**src/rtl/mem_access_unit.sv**
```systemverilog
// mem_access_unit: load/store front end for a word-wide synchronous data memory.
// Handles byte/half/word loads with extension and sub-word stores by read-modify-write.
// Optional macro LSU_MISALIGN_TRAP_EN: misaligned half/word accesses trap with rsp_err
// instead of being silently aligned down.
// Ports:
//   clk, reset (async, active-low)
//   req_*  : CPU request (valid/ready, we, size, unsigned, byte addr, wdata)
//   rsp_*  : one-cycle completion pulse with load data and error flag
//   dm_*   : data memory word address, write data, write enable, read data
module mem_access_unit #(
   parameter int ADDR_W = 7
) (
   input  logic              clk,
   input  logic              reset,
   input  logic              req_valid,
   output logic              req_ready,
   input  logic              req_we,
   input  logic [1:0]        req_size,
   input  logic              req_unsigned,
   input  logic [ADDR_W+1:0] req_addr,
   input  logic [31:0]       req_wdata,
   output logic              rsp_valid,
   output logic [31:0]       rsp_rdata,
   output logic              rsp_err,
   output logic [ADDR_W-1:0] dm_address,
   output logic [31:0]       dm_write_data,
   output logic              dm_we2,
   input  logic [31:0]       dm_read_data
);

   typedef enum logic [2:0] {
      IDLE,
      READ,
      RD_DATA,
      WRITE,
      RESP
   } state_t;

   state_t state, state_nxt;

   logic [ADDR_W+1:0] addr_q;
   logic [1:0]        size_q;
   logic              we_q;
   logic              unsigned_q;
   // Only the low half of the store data is ever merged; word stores
   // load dm_write_data directly at accept.
   logic [15:0]       wdata_q;

   logic              accept;
   logic              req_half;
   logic              req_word;
   logic              misaligned;
   logic [ADDR_W+1:0] addr_in;

   assign req_ready = (state == IDLE);
   assign accept    = req_valid && req_ready;
   assign req_half  = (req_size == 2'b01);
   assign req_word  = req_size[1];

`ifdef LSU_MISALIGN_TRAP_EN
   assign misaligned = (req_half && req_addr[0]) ||
                       (req_word && (req_addr[1:0] != 2'b00));
   assign addr_in    = req_addr;
`else
   // Without trapping, misaligned accesses are aligned down and proceed.
   assign misaligned = 1'b0;
   always_comb begin
      addr_in = req_addr;
      if (req_word)
         addr_in[1:0] = 2'b00;
      else if (req_half)
         addr_in[0] = 1'b0;
   end
`endif

   // Extract the addressed lane from a memory word and extend it.
   function automatic logic [31:0] load_lane(
      input logic [31:0] w,
      input logic [1:0]  a,
      input logic [1:0]  sz,
      input logic        u
   );
      logic [7:0]  b;
      logic [15:0] h;
      logic [31:0] r;
      b = w[{a, 3'b000} +: 8];
      h = a[1] ? w[31:16] : w[15:0];
      if (sz[1])
         r = w;
      else if (sz[0])
         r = u ? {16'h0000, h} : {{16{h[15]}}, h};
      else
         r = u ? {24'h000000, b} : {{24{b[7]}}, b};
      return r;
   endfunction

   // Overwrite the addressed byte/half of the old word with new store data.
   function automatic logic [31:0] merge_lane(
      input logic [31:0] w,
      input logic [1:0]  a,
      input logic [1:0]  sz,
      input logic [15:0] d
   );
      logic [31:0] m;
      m = w;
      if (sz == 2'b01) begin
         if (a[1])
            m[31:16] = d;
         else
            m[15:0] = d;
      end else begin
         m[{a, 3'b000} +: 8] = d[7:0];
      end
      return m;
   endfunction

   // State register.
   always_ff @(posedge clk or negedge reset) begin
      if (!reset)
         state <= IDLE;
      else
         state <= state_nxt;
   end

   // Next-state logic.
   always_comb begin
      state_nxt = state;
      unique case (state)
         IDLE: begin
            if (accept) begin
               if (misaligned)
                  state_nxt = RESP;
               else if (req_we && req_word)
                  state_nxt = WRITE;
               else
                  state_nxt = READ;
            end
         end
         READ:    state_nxt = RD_DATA;
         RD_DATA: state_nxt = we_q ? WRITE : RESP;
         WRITE:   state_nxt = RESP;
         RESP:    state_nxt = IDLE;
         default: state_nxt = IDLE;
      endcase
   end

   assign dm_we2     = (state == WRITE);
   assign rsp_valid  = (state == RESP);
   assign dm_address = addr_q[ADDR_W+1:2];

   // Request capture and datapath registers.
   always_ff @(posedge clk or negedge reset) begin
      if (!reset) begin
         addr_q        <= '0;
         size_q        <= 2'b00;
         we_q          <= 1'b0;
         unsigned_q    <= 1'b0;
         wdata_q       <= 16'h0000;
         dm_write_data <= 32'h0000_0000;
         rsp_rdata     <= 32'h0000_0000;
      end else begin
         if (accept) begin
            addr_q     <= addr_in;
            size_q     <= req_size;
            we_q       <= req_we;
            unsigned_q <= req_unsigned;
            wdata_q    <= req_wdata[15:0];
            if (req_we && req_word && !misaligned)
               dm_write_data <= req_wdata;
         end
         if (state == RD_DATA) begin
            if (we_q)
               dm_write_data <= merge_lane(dm_read_data, addr_q[1:0],
                                           size_q, wdata_q);
            else
               rsp_rdata <= load_lane(dm_read_data, addr_q[1:0],
                                      size_q, unsigned_q);
         end
         if (state == RESP)
            rsp_rdata <= 32'h0000_0000;
      end
   end

`ifdef LSU_MISALIGN_TRAP_EN
   logic err_q;

   // Error flag is set on accept and shown during RESP only.
   always_ff @(posedge clk or negedge reset) begin
      if (!reset)
         err_q <= 1'b0;
      else if (accept)
         err_q <= misaligned;
      else if (state == RESP)
         err_q <= 1'b0;
   end

   assign rsp_err = err_q;
`else
   assign rsp_err = 1'b0;
`endif

endmodule
```
**config.mk**
```make
export PLATFORM = sky130hd
export DESIGN_NAME = mem_access_unit
export DESIGN_NICKNAME = d
export VERILOG_FILES = /design/src/rtl/mem_access_unit.sv
export SDC_FILE = /design/constraint.sdc
export NUM_CORES = 1
export LEC_CHECK = 0
export ABC_AREA = 1
export CORE_MARGIN = 2
export CORE_UTILIZATION = 40
export CTS_BUF_LIST = sky130_fd_sc_hd__clkbuf_16
export DETAILED_ROUTE_END_ITERATION = 8
export PLACE_DENSITY = 0.71
export SETUP_SLACK_MARGIN = 0.02
export SLEW_MARGIN = 25
export SYNTH_ARGS = -nofsm -noshare
export SYNTH_HDL_FRONTEND = slang
export SYNTH_SLANG_ARGS = --single-unit
```
**constraint.sdc**
```tcl
create_clock -name clk -period 2.8 [get_ports clk]
set_input_delay 0.56 -clock clk [delete_from_list [all_inputs] [get_ports clk]]
set_output_delay 0.56 -clock clk [all_outputs]
set_load 0.005 [all_outputs]
```
==> reports/qor.tcl <==
set qor(yosys_warnings) 0
set qor(max_clock_freq_ghz) 0.4263
set qor(synth_enable_flop_cells) 0
set qor(worst_setup_path_end_kind) {primary output}
set qor(synth_cell_types) 31
set qor(global_route.overflow_total) 0
set qor(critical-path-max-stage-delay_ns) 0.59
set qor(htreeDepth) 3
set qor(synth_seq_area_share_pct) 38.19
set qor(min_period_ns) 2.346
set qor(syn-instance-count) 952
set qor(die_h_um) 129.4
set qor(floorplan.initialDensity_pct) 41.23
set qor(finalSetupViolations) 0
set qor(cts.path.max_buffers) 2
set qor(cts_post_setup_buffers_inserted) 0
set qor(layout-drive-gt1-share_pct) 5.297
set qor(drc_errors) 0
set qor(num-nets-final) 1156
set qor(worst_setup_hold_path_clk_slew_ns) 0.07
set qor(worst_slew_margin_pct) 52.19
set qor(internal_power_uw) 4802
set qor(grt_usage_pct) 24.32
set qor(synthFlopType) {sky130_fd_sc_hd__dfrtp_1}
set qor(cts-root-buf) {sky130_fd_sc_hd__clkbuf_16}
set qor(synthMostInstantiatedCell) {sky130_fd_sc_hd__nand2_1}
set qor(power.switching_uw) 3671
set qor(hold_path_class) {in -> async}
set qor(period_share_pct) 83.78
set qor(r2r_setup_slack_ns) 0.87
set qor(worst_r2r_start) {addr_q[0]}
set qor(post_synth_fa_ha_maj_area_fraction_pct) 0.9944
set qor(cts.sinks) 96
set qor(cap_viol_max_count) 0
set qor(gr-usage-met2_pct) 39.91
set qor(seqCellArea_um2) 2404
set qor(final_core_density_pct) 53.90
set qor(power.leakage_uw) 0.004061
set qor(place_hpwl_um) 14990
set qor(synth-seq-cells) 96
set qor(avgViaCountPerCell) 5.164
set qor(layout.filler_cells) 1490
set qor(vdd_drop_max_uv) 366.5
set qor(final.setup.tns_ns) 0
set qor(routed_wirelength_um) 20360
set qor(synth_top_family_by_area) {simple AND/OR/NAND/NOR gates}
set qor(detailedRoute.firstPassIterationCount) 5
set qor(die-area_um2) 16750
set qor(power.share.combinational_pct) 54.2
set qor(seq_power_share_pct) 30.1
set qor(groute.layer.met3.usage_pct) 5.202
set qor(synth_top_area_cell) {sky130_fd_sc_hd__dfrtp_1}
set qor(fin_worst_skew_ns) 0.008716
set qor(grt_max_degree) 52
set qor(synth.top_cell.area_share_pct) 38.19
set qor(ctsResizeCount) 0
set qor(worstSetupStartpointType) {register}
set qor(post_synth_instance_area_um2) 6291
set qor(use_met1_pct) 32.68
set qor(pin_count) 155
set qor(cts_tree) {built}
set qor(crit_fanout) 4
set qor(crit_arrival_ns) 1.79
set qor(timing.critical_path.cells) {inv_1, nor3_1, clkdlybuf4s50_1}
set qor(worstSkewPairLatency_ns) 0.36
set qor(hold_violations) 0
set qor(synth-async-reset-ratio_pct) 100.0
set qor(antenna-diode-count) 0
set qor(gr-max-usage-layer) {met2}
set qor(route.antenna.remaining_nets) 0
set qor(yosys-top-cells-area) {sky130_fd_sc_hd__dfrtp_1 38%, sky130_fd_sc_hd__nand2_1 19%, sky130_fd_sc_hd__nand3_1 10%, sky130_fd_sc_hd__o21ai_0 5.3%, sky130_fd_sc_hd__inv_1 4.7%}
set qor(postSynthAreaPerCell_um2) 6.608
set qor(synth_commonest_cells) {315 x sky130_fd_sc_hd__nand2_1, 131 x sky130_fd_sc_hd__nand3_1, 96 x sky130_fd_sc_hd__dfrtp_1, 78 x sky130_fd_sc_hd__inv_1, 73 x sky130_fd_sc_hd__nor2_1}
set qor(synthSimpleGateAreaFrac_pct) 36.10
set qor(grt_pass1_wl_um) 31990
set qor(clkPwrFrac_pct) 15.7
set qor(buffer_ports.inserted) 153
set qor(gp_congestion) 0.9437
set qor(grt_antenna_before_repair) 0
set qor(multiInputGateArea_um2) 3226
set qor(die_w_um) 129.4
set qor(grt_setup_unrepaired) {false}
set qor(synth_compound_gate_area_share_pct) 14.12
set qor(wl_per_cell_um) 15.82
set qor(timing.critical_path.slowest_stage_cell) {sky130_fd_sc_hd__clkdlybuf4s50_1}
set qor(power.share.switching_pct) 43.32
set qor(detailedRoute.firstIterationViolations) 584
set qor(worst_ep_required_time_ns) 2.24
set qor(tightest_slew_ns) 0.7171
set qor(cts.hold.buffers_added) 0
set qor(power.density_cell_area_nw_per_um2) 1030
set qor(p_r_area_growth_vs_syn_pct) 30.73
set qor(first_global_vias) 6228
set qor(synth_xor_xnor_area_share_pct) 0
set qor(synthMuxAreaShare_pct) 0
set qor(core_area_um2) 15260
set qor(syn_nets) 1037
set qor(num_vias) 6646
set qor(critical_path.reg2reg.endpoint) {dm_write_data[16]}
set qor(critical_path_class) {reg -> out}
set qor(fp-row-count) 45
set qor(timing_max_transition_violations_final) 0
set qor(ff2ff_path_depth) 10
set qor(cts_buffers) 9
set qor(outcome) {complete, no violations}
==> kinds of logic after synthesis <==
family,after synthesis
fa+ha+maj,5
compound gates,159
buf+inv,150
flops,96
simple gates,541
other cells,1
==> power groups by stage <==
stage	Sequential (uW)	Combinational (uW)	Clock [uW]
finish	2550	4590	1330
global placement	2560	4470	0
global route	2630	5170	1400
CTS	2540	4580	1340
detailed placement	2550	4560	0
floorplan	2450	2870	0
==> how the worst max path moves through the flow <==
stage,depth (start not counted),slack (ns),startpoint,endpoint
after CTS,3,0.45,state[2],rsp_valid
after floorplan,11,0.83,addr_q[1],dm_write_data[5]
after global placement,8,0.60,req_valid,dm_write_data[25]
after global routing,3,0.36,state[2],rsp_valid
after detailed placement,7,0.53,dm_read_data[31],rsp_rdata[31]
final,3,0.45,state[2],rsp_valid
==> sequential cells by signal, indices dropped and copies added, names as in the netlist <==
name,count
dm_write_data,32
rsp_rdata,32
wdata_q,16
addr_q,9
state,3
size_q,2
unsigned_q,1
we_q,1
==> per-layer routing <==
metal  vias to the layer above  part of all wire (%)  wire length, um
li1                       3284                     -                -
met1                      3081                    44             8940
met2                       254                    47             9576
met3                        27                   7.2             1468
met4                         0                   1.8              371
met5                         -                     0                0
==> metrics by stage <==
stage / area, um^2 / power, uW / hold WS (ns) / setup slack [ns] / cells
floorplan: 6291 / 5316 / 0.2644 / 0.8303 / 952
global placement: 7910 / 7033 / 0.4366 / 0.6039 / 1271
detailed placement: 7910 / 7115 / 0.4379 / 0.5338 / 1271
CTS: 8224 / 8462 / 0.05662 / 0.4504 / 1287
global route: 8224 / 9199 / 0.06212 / 0.3618 / 1287
finish: 8224 / 8474 / 0.05532 / 0.4541 / 1287
==> layout make-up <==
class,count,area share (%)
Clock buffer,9,2.738
Sequential cell,96,29.23
Inverter,84,3.864
Timing Repair Buffer,174,20.66
Clock inverter,7,1.080
Tap cell,211,3.210
Multi-Input combinational cell,706,39.22
==> critical path, delay by kind of cell (launching register included) <==
kind / cells / cell delay, ns
buffers and inverters: 2 / 0.70
AND/OR/NAND/NOR: 1 / 0.33
flip-flops: 1 / 0.40
==> cells in the final DEF, fill, tap and decap left out, types with 2 or more instances in the layout <==
cell                              count
sky130_fd_sc_hd__o21ai_1             14
sky130_fd_sc_hd__nand2_2              2
sky130_fd_sc_hd__o21ai_0             67
sky130_fd_sc_hd__clkdlybuf4s50_1    152
sky130_fd_sc_hd__nor2_1              73
sky130_fd_sc_hd__o211ai_1             7
sky130_fd_sc_hd__nand3_2              2
sky130_fd_sc_hd__o21bai_1            27
sky130_fd_sc_hd__buf_4               21
sky130_fd_sc_hd__nand3_1            131
sky130_fd_sc_hd__or2_2                6
sky130_fd_sc_hd__clkbuf_16            9
sky130_fd_sc_hd__nand2_1            315
sky130_fd_sc_hd__ha_1                 5
sky130_fd_sc_hd__inv_2                3
sky130_fd_sc_hd__nand4_1              7
sky130_fd_sc_hd__inv_1               80
sky130_fd_sc_hd__bufinv_16            2
sky130_fd_sc_hd__dfrtp_1             95
sky130_fd_sc_hd__clkinv_1             2
sky130_fd_sc_hd__a21oi_1             42
Power figures use the tool's default switching activity.
